File: src/rtl/led_pkg.sv
// Shared types for the LED driver stages on the clk50 domain.
package led_pkg;

    localparam int PHASE_W = 3;

    // Breathing FSM states; the encodings are visible on the phase output.
    typedef enum logic [PHASE_W-1:0] {
        IDLE      = 3'd0,
        RAMP_UP   = 3'd1,
        HOLD_HIGH = 3'd2,
        RAMP_DOWN = 3'd3,
        HOLD_LOW  = 3'd4
    } phase_e;

endpackage

File: src/rtl/led_breather_if.sv
// Control/status bundle between board logic (master) and the breather (slave).
// enable/pause are level controls with no handshake: the breather samples them
// on every clk50 edge. All status signals are registered in the breather.
interface led_breather_if #(
    parameter int PWM_BITS = 8
) ();
    import led_pkg::*;

    logic                enable;
    logic                pause;
    logic                led_pwm;
    logic [PWM_BITS-1:0] level;
    logic [PHASE_W-1:0]  phase;
    logic                cycle_done;

    modport master (
        output enable, pause,
        input  led_pwm, level, phase, cycle_done
    );

    modport slave (
        input  enable, pause,
        output led_pwm, level, phase, cycle_done
    );
endinterface

File: src/rtl/led_breather_tick_prescaler.sv
// Divides clk50 into a one-cycle tick every TICK_DIV running cycles.
module tick_prescaler #(
    parameter int TICK_DIV = 195312
) (
    input  logic clk50,
    input  logic rst_n,
    input  logic run,
    input  logic clr,
    output logic tick
);
    localparam int CNT_W = (TICK_DIV > 1) ? $clog2(TICK_DIV) : 1;
    localparam logic [CNT_W-1:0] LAST = CNT_W'(TICK_DIV - 1);

    logic [CNT_W-1:0] cnt_q;

    // Strobe on the last count of each period; never while stopped.
    assign tick = run && (cnt_q == LAST);

    // Count 0..TICK_DIV-1 while running; clear has priority and holds at 0.
    always_ff @(posedge clk50 or negedge rst_n) begin
        if (!rst_n) begin
            cnt_q <= '0;
        end else if (clr) begin
            cnt_q <= '0;
        end else if (run) begin
            if (cnt_q == LAST) cnt_q <= '0;
            else               cnt_q <= cnt_q + 1'b1;
        end
    end
endmodule

File: src/rtl/led_breather.sv
// PWM breathing LED driver: ramp up, hold, ramp down, hold, repeat.
module led_breather
    import led_pkg::*;
#(
    parameter int PWM_BITS   = 8,
    parameter int TICK_DIV   = 195312,
    parameter int HOLD_TICKS = 64
) (
    input  logic          clk50,
    input  logic          rst_n,
    led_breather_if.slave bus
);
    localparam logic [PWM_BITS-1:0] MAX = '1;
    localparam int HOLD_W = (HOLD_TICKS < 1) ? 1 : $clog2(HOLD_TICKS + 1);
    localparam logic [HOLD_W-1:0] HOLD_LAST = HOLD_W'(HOLD_TICKS);

    phase_e              state_q;
    logic [PWM_BITS-1:0] level_q;
    logic [PWM_BITS-1:0] level_inc;
    logic [PWM_BITS-1:0] level_dec;
    logic [HOLD_W-1:0]   hold_q;
    logic [HOLD_W-1:0]   hold_inc;
    logic [PWM_BITS-1:0] pwm_cnt_q;
    logic                led_pwm_q;
    logic                cycle_done_q;
    logic                tick;

    assign level_inc = level_q + 1'b1;
    assign level_dec = level_q - 1'b1;
    assign hold_inc  = hold_q + 1'b1;

    // Pause freezes the ramp timebase only; dropping enable restarts it.
    tick_prescaler #(.TICK_DIV(TICK_DIV)) u_prescaler (
        .clk50 (clk50),
        .rst_n (rst_n),
        .run   (bus.enable && !bus.pause),
        .clr   (!bus.enable),
        .tick  (tick)
    );

    // Free-running PWM counter, held at 0 while disabled.
    always_ff @(posedge clk50 or negedge rst_n) begin
        if (!rst_n)           pwm_cnt_q <= '0;
        else if (!bus.enable) pwm_cnt_q <= '0;
        else                  pwm_cnt_q <= pwm_cnt_q + 1'b1;
    end

    // Registered comparator; full scale forces a solid-on output.
    always_ff @(posedge clk50 or negedge rst_n) begin
        if (!rst_n) led_pwm_q <= 1'b0;
        else        led_pwm_q <= bus.enable && ((pwm_cnt_q < level_q) || (level_q == MAX));
    end

    // Breathing FSM; progresses on tick only, enable low forces IDLE.
    always_ff @(posedge clk50 or negedge rst_n) begin
        if (!rst_n) begin
            state_q      <= IDLE;
            level_q      <= '0;
            hold_q       <= '0;
            cycle_done_q <= 1'b0;
        end else begin
            cycle_done_q <= 1'b0;
            if (!bus.enable) begin
                state_q <= IDLE;
                level_q <= '0;
                hold_q  <= '0;
            end else begin
                case (state_q)
                    IDLE: begin
                        level_q <= '0;
                        hold_q  <= '0;
                        state_q <= RAMP_UP;
                    end
                    RAMP_UP: if (tick) begin
                        level_q <= level_inc;
                        if (level_inc == MAX) begin
                            hold_q  <= '0;
                            state_q <= (HOLD_TICKS == 0) ? RAMP_DOWN : HOLD_HIGH;
                        end
                    end
                    HOLD_HIGH: if (tick) begin
                        if (hold_inc == HOLD_LAST) begin
                            hold_q  <= '0;
                            state_q <= RAMP_DOWN;
                        end else begin
                            hold_q <= hold_inc;
                        end
                    end
                    RAMP_DOWN: if (tick) begin
                        level_q <= level_dec;
                        if (level_dec == '0) begin
                            hold_q <= '0;
                            if (HOLD_TICKS == 0) begin
                                state_q      <= RAMP_UP;
                                cycle_done_q <= 1'b1;
                            end else begin
                                state_q <= HOLD_LOW;
                            end
                        end
                    end
                    HOLD_LOW: if (tick) begin
                        if (hold_inc == HOLD_LAST) begin
                            hold_q       <= '0;
                            state_q      <= RAMP_UP;
                            cycle_done_q <= 1'b1;
                        end else begin
                            hold_q <= hold_inc;
                        end
                    end
                    default: begin
                        state_q <= IDLE;
                        level_q <= '0;
                        hold_q  <= '0;
                    end
                endcase
            end
        end
    end

    assign bus.led_pwm    = led_pwm_q;
    assign bus.level      = level_q;
    assign bus.phase      = state_q;
    assign bus.cycle_done = cycle_done_q;
endmodule

File: src/flat_wrapper.sv
// flat-port wrapper written by rule: the top's interface ports become plain ports
module led_breather_flat import led_pkg::*;
#(
    parameter int PWM_BITS   = 8,
    parameter int TICK_DIV   = 195312,
    parameter int HOLD_TICKS = 64
)
  (clk50, rst_n, bus_enable, bus_pause, bus_led_pwm, bus_level, bus_phase, bus_cycle_done);
  led_breather_if #(.PWM_BITS(PWM_BITS)) bus_i ();
  input  logic clk50;
  input  logic rst_n;
  input wire logic [$bits(bus_i.enable)-1:0] bus_enable;
  input wire logic [$bits(bus_i.pause)-1:0] bus_pause;
  output wire logic [$bits(bus_i.led_pwm)-1:0] bus_led_pwm;
  output wire logic [$bits(bus_i.level)-1:0] bus_level;
  output wire logic [$bits(bus_i.phase)-1:0] bus_phase;
  output wire logic [$bits(bus_i.cycle_done)-1:0] bus_cycle_done;
  assign bus_i.enable = bus_enable;
  assign bus_i.pause = bus_pause;
  assign bus_led_pwm = bus_i.led_pwm;
  assign bus_level = bus_i.level;
  assign bus_phase = bus_i.phase;
  assign bus_cycle_done = bus_i.cycle_done;
  led_breather #(.PWM_BITS(PWM_BITS), .TICK_DIV(TICK_DIV), .HOLD_TICKS(HOLD_TICKS)) u_core (.clk50(clk50), .rst_n(rst_n), .bus(bus_i));
endmodule
File: config.mk
export PLATFORM = sky130hd
export DESIGN_NAME = led_breather_flat
export DESIGN_NICKNAME = d
export VERILOG_FILES = /design/src/rtl/led_pkg.sv /design/src/rtl/led_breather_if.sv /design/src/rtl/led_breather_tick_prescaler.sv /design/src/rtl/led_breather.sv /design/src/flat_wrapper.sv
export SDC_FILE = /design/constraint.sdc
export NUM_CORES = 1
export LEC_CHECK = 0
export ABC_AREA = 1
export CORE_UTILIZATION = 40
export DETAILED_ROUTE_END_ITERATION = 8
export GPL_TIMING_DRIVEN = 0
export REMOVE_ABC_BUFFERS = 1
export SLEW_MARGIN = 25
export SYNTH_ARGS = -nofsm -noshare
export SYNTH_HDL_FRONTEND = slang
export SYNTH_SLANG_ARGS = --single-unit
File: constraint.sdc
create_clock -name clk50 -period 2.5 [get_ports clk50]
set_clock_uncertainty 0.15 [all_clocks]
set_input_delay 0.25 -clock clk50 [delete_from_list [all_inputs] [get_ports clk50]]
set_output_delay 0.25 -clock clk50 [all_outputs]
set_load 0.02 [all_outputs]
Yosys cells after proc, flatten, opt, wreduce, memory -nomap -nowiden:

Cells that the tools add are included.

* bits in registers: 46
* input port bits: 4
* word-level logic and storage cells: 73

* add/sub/neg operators: 5
* magnitude comparators: 1
* eq/ne operators: 19
* mux-type cells: 30
* reduce and logical (&&, ||, !) cells: 11

Operators by type and width (number)
* $mux W18: 3
* $mux W7: 7
* $mux W8: 4
* $mux W3: 9
* $ne A3 B2 Y1 const B: 9
* $pmux W8 S3: 1
* $pmux W7 S3: 1
* $add A18 B1 Y18 const B: 1
* $eq A18 B18 Y1 const B: 1
* $add A8 B1 Y8 const B: 2
* $eq A8 B8 Y1 const B: 2
* $pmux W3 S5: 1
* $logic_not A8 Y1: 1
* $lt A8 B8 Y1: 1
* $reduce_and A8 Y1: 1
* $sub A8 B1 Y8 const B: 1
* $add A7 B1 Y7 const B: 1
* $eq A7 B7 Y1 const B: 1
* $eq A3 B2 Y1 const B: 2
* $reduce_and A5 Y1: 1
* $mux W1: 4
* $eq A3 B1 Y1 const B: 1
* $eq A3 B3 Y1 const B: 1
* $logic_and A1 B1 Y1: 3
* 7 further kinds: 7

Depth between registers and ports, before layout:

* depth after elaboration: 6
* gate-level depth with buffers: 13

By module:

Synthesis repeated with hierarchy kept, for this count alone.

* cells, all modules: 455
* area, all modules: 3188.1 um2

By module, submodules not included
* led_breather: instances 1, cells each 288, area each 2025.7 um2, seq. area each 700.7 um2
* tick_prescaler: instances 1, cells each 167, area each 1162.4 um2, seq. area each 450.4 um2

Worst setup path after synthesis:

No wires, ideal clock.

* path type: register to register
* from: register u_core.level_q[0], in the netlist u_core.bus.level[0]
* to: register u_core.state_q[0], in the netlist u_core.bus.phase[0]
* setup time: 0.130 ns
* arrival: 1.879 ns
* path slack: 0.341 ns
* cell stages (with the launch flop): 13
* buffers on the path: 0
* cells stage by stage: dfrtp_1 > clkinv_1 > ha_1 > inv_1 > nor2_2 > nor2_1 > nand3_1 > nor2_1 > nand3_1 > nand2_1 > nand2_4 > nor2_8 > o21ai_0

* cells in the longest elaborated chain, start to end: 4
* elaborated cells between the ends (all ways): 7

RTL lines
* from (decl): line led_breather.sv:18 `logic [PWM_BITS-1:0] level_q;`
* from (signal assigned): line led_breather.sv:75 `level_q <= level_inc;`
* from (signal assigned): line led_breather.sv:90 `level_q <= level_dec;`
* $add A8 B1 Y8 or $sub A8 B1 Y8 (tied branches): line led_breather.sv:28, led_breather.sv:29
* $eq A8 B8 Y1 or $logic_not A8 Y1 (tied branches): line led_breather.sv:76, led_breather.sv:91
* $ne A3 B2 Y1 (no source line)
* $reduce_and A8 Y1 (no source line) (*)
* to (signal assigned): line led_breather.sv:78 `state_q <= (HOLD_TICKS == 0) ? RAMP_DOWN : HOLD_HIGH;`
* to (decl): line led_breather.sv:17 `phase_e state_q;`

Every way passes the cells marked *; elsewhere a longest branch is shown, timed or not.
A chain may end at the register's enable or synchronous reset.

Worst setup path in the final report:

* from: register u_core.level_q[1], in the netlist u_core.bus.level[1]
* to: register u_core.state_q[0], in the netlist u_core.bus.phase[0]

The elaborated chain is that of the path after synthesis.

==> impl_metrics.toml <==
[status]
run_status = "completed"

[logic_synthesis]
synth_sequential_area_ratio = 0.366
synthFlopType = "sky130_fd_sc_hd__dfrtp_1"
synth_async_sr_flop_share = 1.00
synth_top_family_by_area = "simple AND/OR/NAND/NOR gates"
postSynthAreaPerCell_um2 = 7.24
synth-edff-count = 0
synthCells = 434
ys_warn_count = 0
post_synth_num_cell_types = 34
synth_area_in_adders = 0.0558
yosys_register_bits = 46
yosys.area_share.xor_xnor = 0.0223
synth-compound-area-share = 0.137
mappedNetlistArea_um2 = 3140
synthSimpleGateAreaFrac = 0.338
muxShareOfSynthArea = 0

[setup_path]
worst-endpoint-arrival_ps = 2230
path_max_fanout = 10
worst_setup_path_start_kind = "flip-flop"
worstPathRequired_ps = 2520
worst_path_max_delay_cell = "sky130_fd_sc_hd__dfrtp_1"
worstPathCellList = "inv_1, ha_1, inv_1, nor2_2, a21oi_1, nor2_1, nand3_1, nand2_2, nand2_4, nor2_8, o21ai_0"
cp_slowest_stage_delay_ps = 480
timing.critical_path.to_type = "flip-flop"
worst-r2r-setup-slack_ps = 290
crit_top_cell = "sky130_fd_sc_hd__inv_1"
timing.setup.critical_path_class = "flip-flop to flip-flop"

[pwr]
sw_frac_of_total = 0.435
leak_pwr_nw = 1.62
power.clock.fraction = 0.177
p_total_w = 0.00260
comb_power_share = 0.459
power_density_nw_per_um2 = 732
power_frac_seq = 0.365
power_switching_w = 0.00113
vdd.ir_drop.worst_uv = 388
internal_power_w = 0.00147

[floorplan]
placementRows = 31
die_h_um = 90.6
num_io_pins = 17
core-area_um2 = 7410
floorplan.die_area_um2 = 8210
die_width_um = 90.6
initial_utilization = 0.424

[placement]
detailedPlace.worstSlack_ps = -306
dpl-instance-area_um2 = 3390
hpwl_mm = 5.15
numPortBuffers = 16
gp_congestion = 0.853

[routing]
vias_per_cell = 5.15
detail_route.wl_per_cell_um = 12.7
dr.pass1.iters = 4
drt-initial-drc-count = 125
totalWireLength_mm = 7.08
antenna_violation_net_count_after_detailed_routing = 0
dr_total_vias = 2875
route.detailed.drc = 0

[sta]
report.final.hold_viol_count = 0
final.setup.worst_slack_ps = 290
worstMarginPinSlew_ps = 721
period_minus_slack_ps = 2210
max_slew_margin = 0.518
final.setup.tns_ps = 0
max_freq_mhz = 453
finish_stage_setup_viols = 0
fin_crit_sh = 0.884
drv_slew = 0
rsz0062_at_grt = "no"

[clock_network]
cts.root.buffer_cell = "sky130_fd_sc_hd__clkbuf_8"
ctsHtreeMaxLevel = 2
cts_max_path_buffers = 2
cts.reportedPaths.clkPinSlew_ps = 90
tritoncts = "yes"
cts.sink_count = 46
cts_inserted_buffers = 5
clkLatencyLatePin_ps = 300

[global_route]
grt_max_degree = 47
groute.usage.overall = 0.185
wire_length_of_the_first_global_routing_pass_mm = 12.4
grt_overflow = 0
antenna_found_initial = 0
grt_pass1_vias = 2640

[final_layout]
design.final.nets = 476
fraction_of_layout_instances_using_a_drive_strength_above_1 = 0.0915
finalInstanceArea_um2 = 3540
n_antenna_cell = 0
nFillCells = 729
multiInputGateArea_um2 = 1750
syn_to_final_growth_pct = 12.8
area.sequential_um2 = 1150

[min_path]
path_category_of_the_worst_min_delay_check = "input port to async pin"

[flow_run]
maxCapViolCount = 0
[area by class of cell]
type,count,area share
multi-input cells,324,0.494
flip-flops and latches,46,0.325
inverters,59,0.0636
repair buffers,22,0.0586
well taps,99,0.0350
clock buffers,6,0.0205
clock inverters,2,0.00388
[worst max-delay path, delay by kind of cell (launching register included)]
family	cells	cell delay, ps
AOI/OAI and AO/OA	2	190
adders and majority gates	1	230
buffers and inverters	2	250
DFF	1	480
and+or+nand+nor	6	800
[cell usage after synthesis (3+ instances only)]
library cell,n,share of area
sky130_fd_sc_hd__nand4_1,11,0.022
sky130_fd_sc_hd__a21oi_1,22,0.035
sky130_fd_sc_hd__ha_1,14,0.056
sky130_fd_sc_hd__nand2_1,99,0.12
sky130_fd_sc_hd__o211ai_1,5,0.012
sky130_fd_sc_hd__o21ai_0,33,0.053
sky130_fd_sc_hd__xor2_1,8,0.022
sky130_fd_sc_hd__nand2_2,4,0.0080
sky130_fd_sc_hd__nor2_4,3,0.011
sky130_fd_sc_hd__dfrtp_1,46,0.37
sky130_fd_sc_hd__nand3_1,44,0.070
sky130_fd_sc_hd__inv_2,6,0.0072
sky130_fd_sc_hd__inv_1,51,0.061
sky130_fd_sc_hd__o22ai_1,6,0.012
sky130_fd_sc_hd__buf_4,3,0.0072
sky130_fd_sc_hd__nor3_1,5,0.0080
sky130_fd_sc_hd__nor2_1,49,0.059
sky130_fd_sc_hd__nor2_2,4,0.0080
[flip-flops by register name, indices dropped and copies added (netlist names)]
register and cells:
u_core.pwm_cnt_q 8, u_core.hold_q 7, u_core.bus.led_pwm 1, u_core.bus.phase 3, u_core.bus.level 8, u_core.u_prescaler.cnt_q 18
u_core.bus.cycle_done 1
[cell families (layout without fill, tap and decap cells)]
logic type | Yosys count | after routing
AND/OR/NAND/NOR | 228 | 228
AO/OA/AOI/OAI | 74 | 74
buffers and inverters | 64 | 89
flip-flops | 46 | 46
adder cells (fa/ha/maj) | 14 | 14
XOR/XNOR | 8 | 8
[final timing paths]
kind,start,end,cells past startpoint
min,rst_n,u_core.pwm_cnt_q[6]$_DFF_PN0_,2
min in group clk50,u_core.pwm_cnt_q[7]$_DFF_PN0_,u_core.pwm_cnt_q[7]$_DFF_PN0_,1
max,u_core.bus.level[1]$_DFFE_PN0P_,u_core.bus.phase[0]$_DFFE_PN0P_,11
min reg2reg,u_core.pwm_cnt_q[7]$_DFF_PN0_,u_core.pwm_cnt_q[7]$_DFF_PN0_,1
max reg2reg,u_core.bus.level[1]$_DFFE_PN0P_,u_core.bus.phase[0]$_DFFE_PN0P_,11
max in group asynchronous,rst_n,u_core.bus.phase[2]$_DFFE_PN0P_,2
[layer usage]
metal | vias to the layer above | GRT usage | wire length, um
li1 | 1481 | - | -
met1 | 1344 | 0.267 | 3540
met2 | 46 | 0.286 | 3240
met3 | 4 | 0.0354 | 254
met4 | 0 | 0.0403 | 48
met5 | - | 0 | 0
[placed cells by master (no fill, tap or decap), types with 2 or more instances in the layout]
cell type                          n
sky130_fd_sc_hd__nand4_4           2
sky130_fd_sc_hd__xor2_1            8
sky130_fd_sc_hd__o211ai_1          5
sky130_fd_sc_hd__nand2_2           5
sky130_fd_sc_hd__clkdlybuf4s50_1  14
sky130_fd_sc_hd__clkbuf_8          5
sky130_fd_sc_hd__nand4_1          11
sky130_fd_sc_hd__ha_1             14
sky130_fd_sc_hd__nor2_1           49
sky130_fd_sc_hd__a32o_1            2
sky130_fd_sc_hd__o21ai_0          33
sky130_fd_sc_hd__buf_4             6
sky130_fd_sc_hd__nand3_1          44
sky130_fd_sc_hd__inv_1            51
sky130_fd_sc_hd__a21oi_4           2
sky130_fd_sc_hd__inv_2             6
sky130_fd_sc_hd__a21oi_1          22
sky130_fd_sc_hd__nor3_1            5
sky130_fd_sc_hd__o22ai_1           6
sky130_fd_sc_hd__a22oi_1           2
sky130_fd_sc_hd__dfrtp_1          46
sky130_fd_sc_hd__nand3_2           2
sky130_fd_sc_hd__nand2_1          98
sky130_fd_sc_hd__nor2_2            4
sky130_fd_sc_hd__nor2_4            3
[power by group through the flow]
stage	combinational [W]	clock, W	sequential (W)
4_1_cts	0.00114	0.000481	0.000943
3_3_place_gp	0.00113	0	0.000955
5_1_grt	0.00133	0.000507	0.000964
3_5_place_dp	0.00113	0	0.000958
6_report	0.00119	0.000459	0.000946
2_1_floorplan	0.000726	0	0.00101
[stage by stage]
step,std cells,utilization,hold WS [ps]
6_report,558,0.478,323
5_1_grt,558,0.478,369
4_1_cts,553,0.471,343
3_5_place_dp,544,0.458,155
3_3_place_gp,544,0.458,310
2_1_floorplan,429,-,-196
[timing repair]
action | CTS | global route
hold buffers | 1 | 0
setup endpoints to repair | 0 | 20
resized for setup | 0 | 4
hold endpoints to repair | 46 | 0
setup buffers | 0 | 5
No activity file was read; power rests on OpenSTA's default activity.
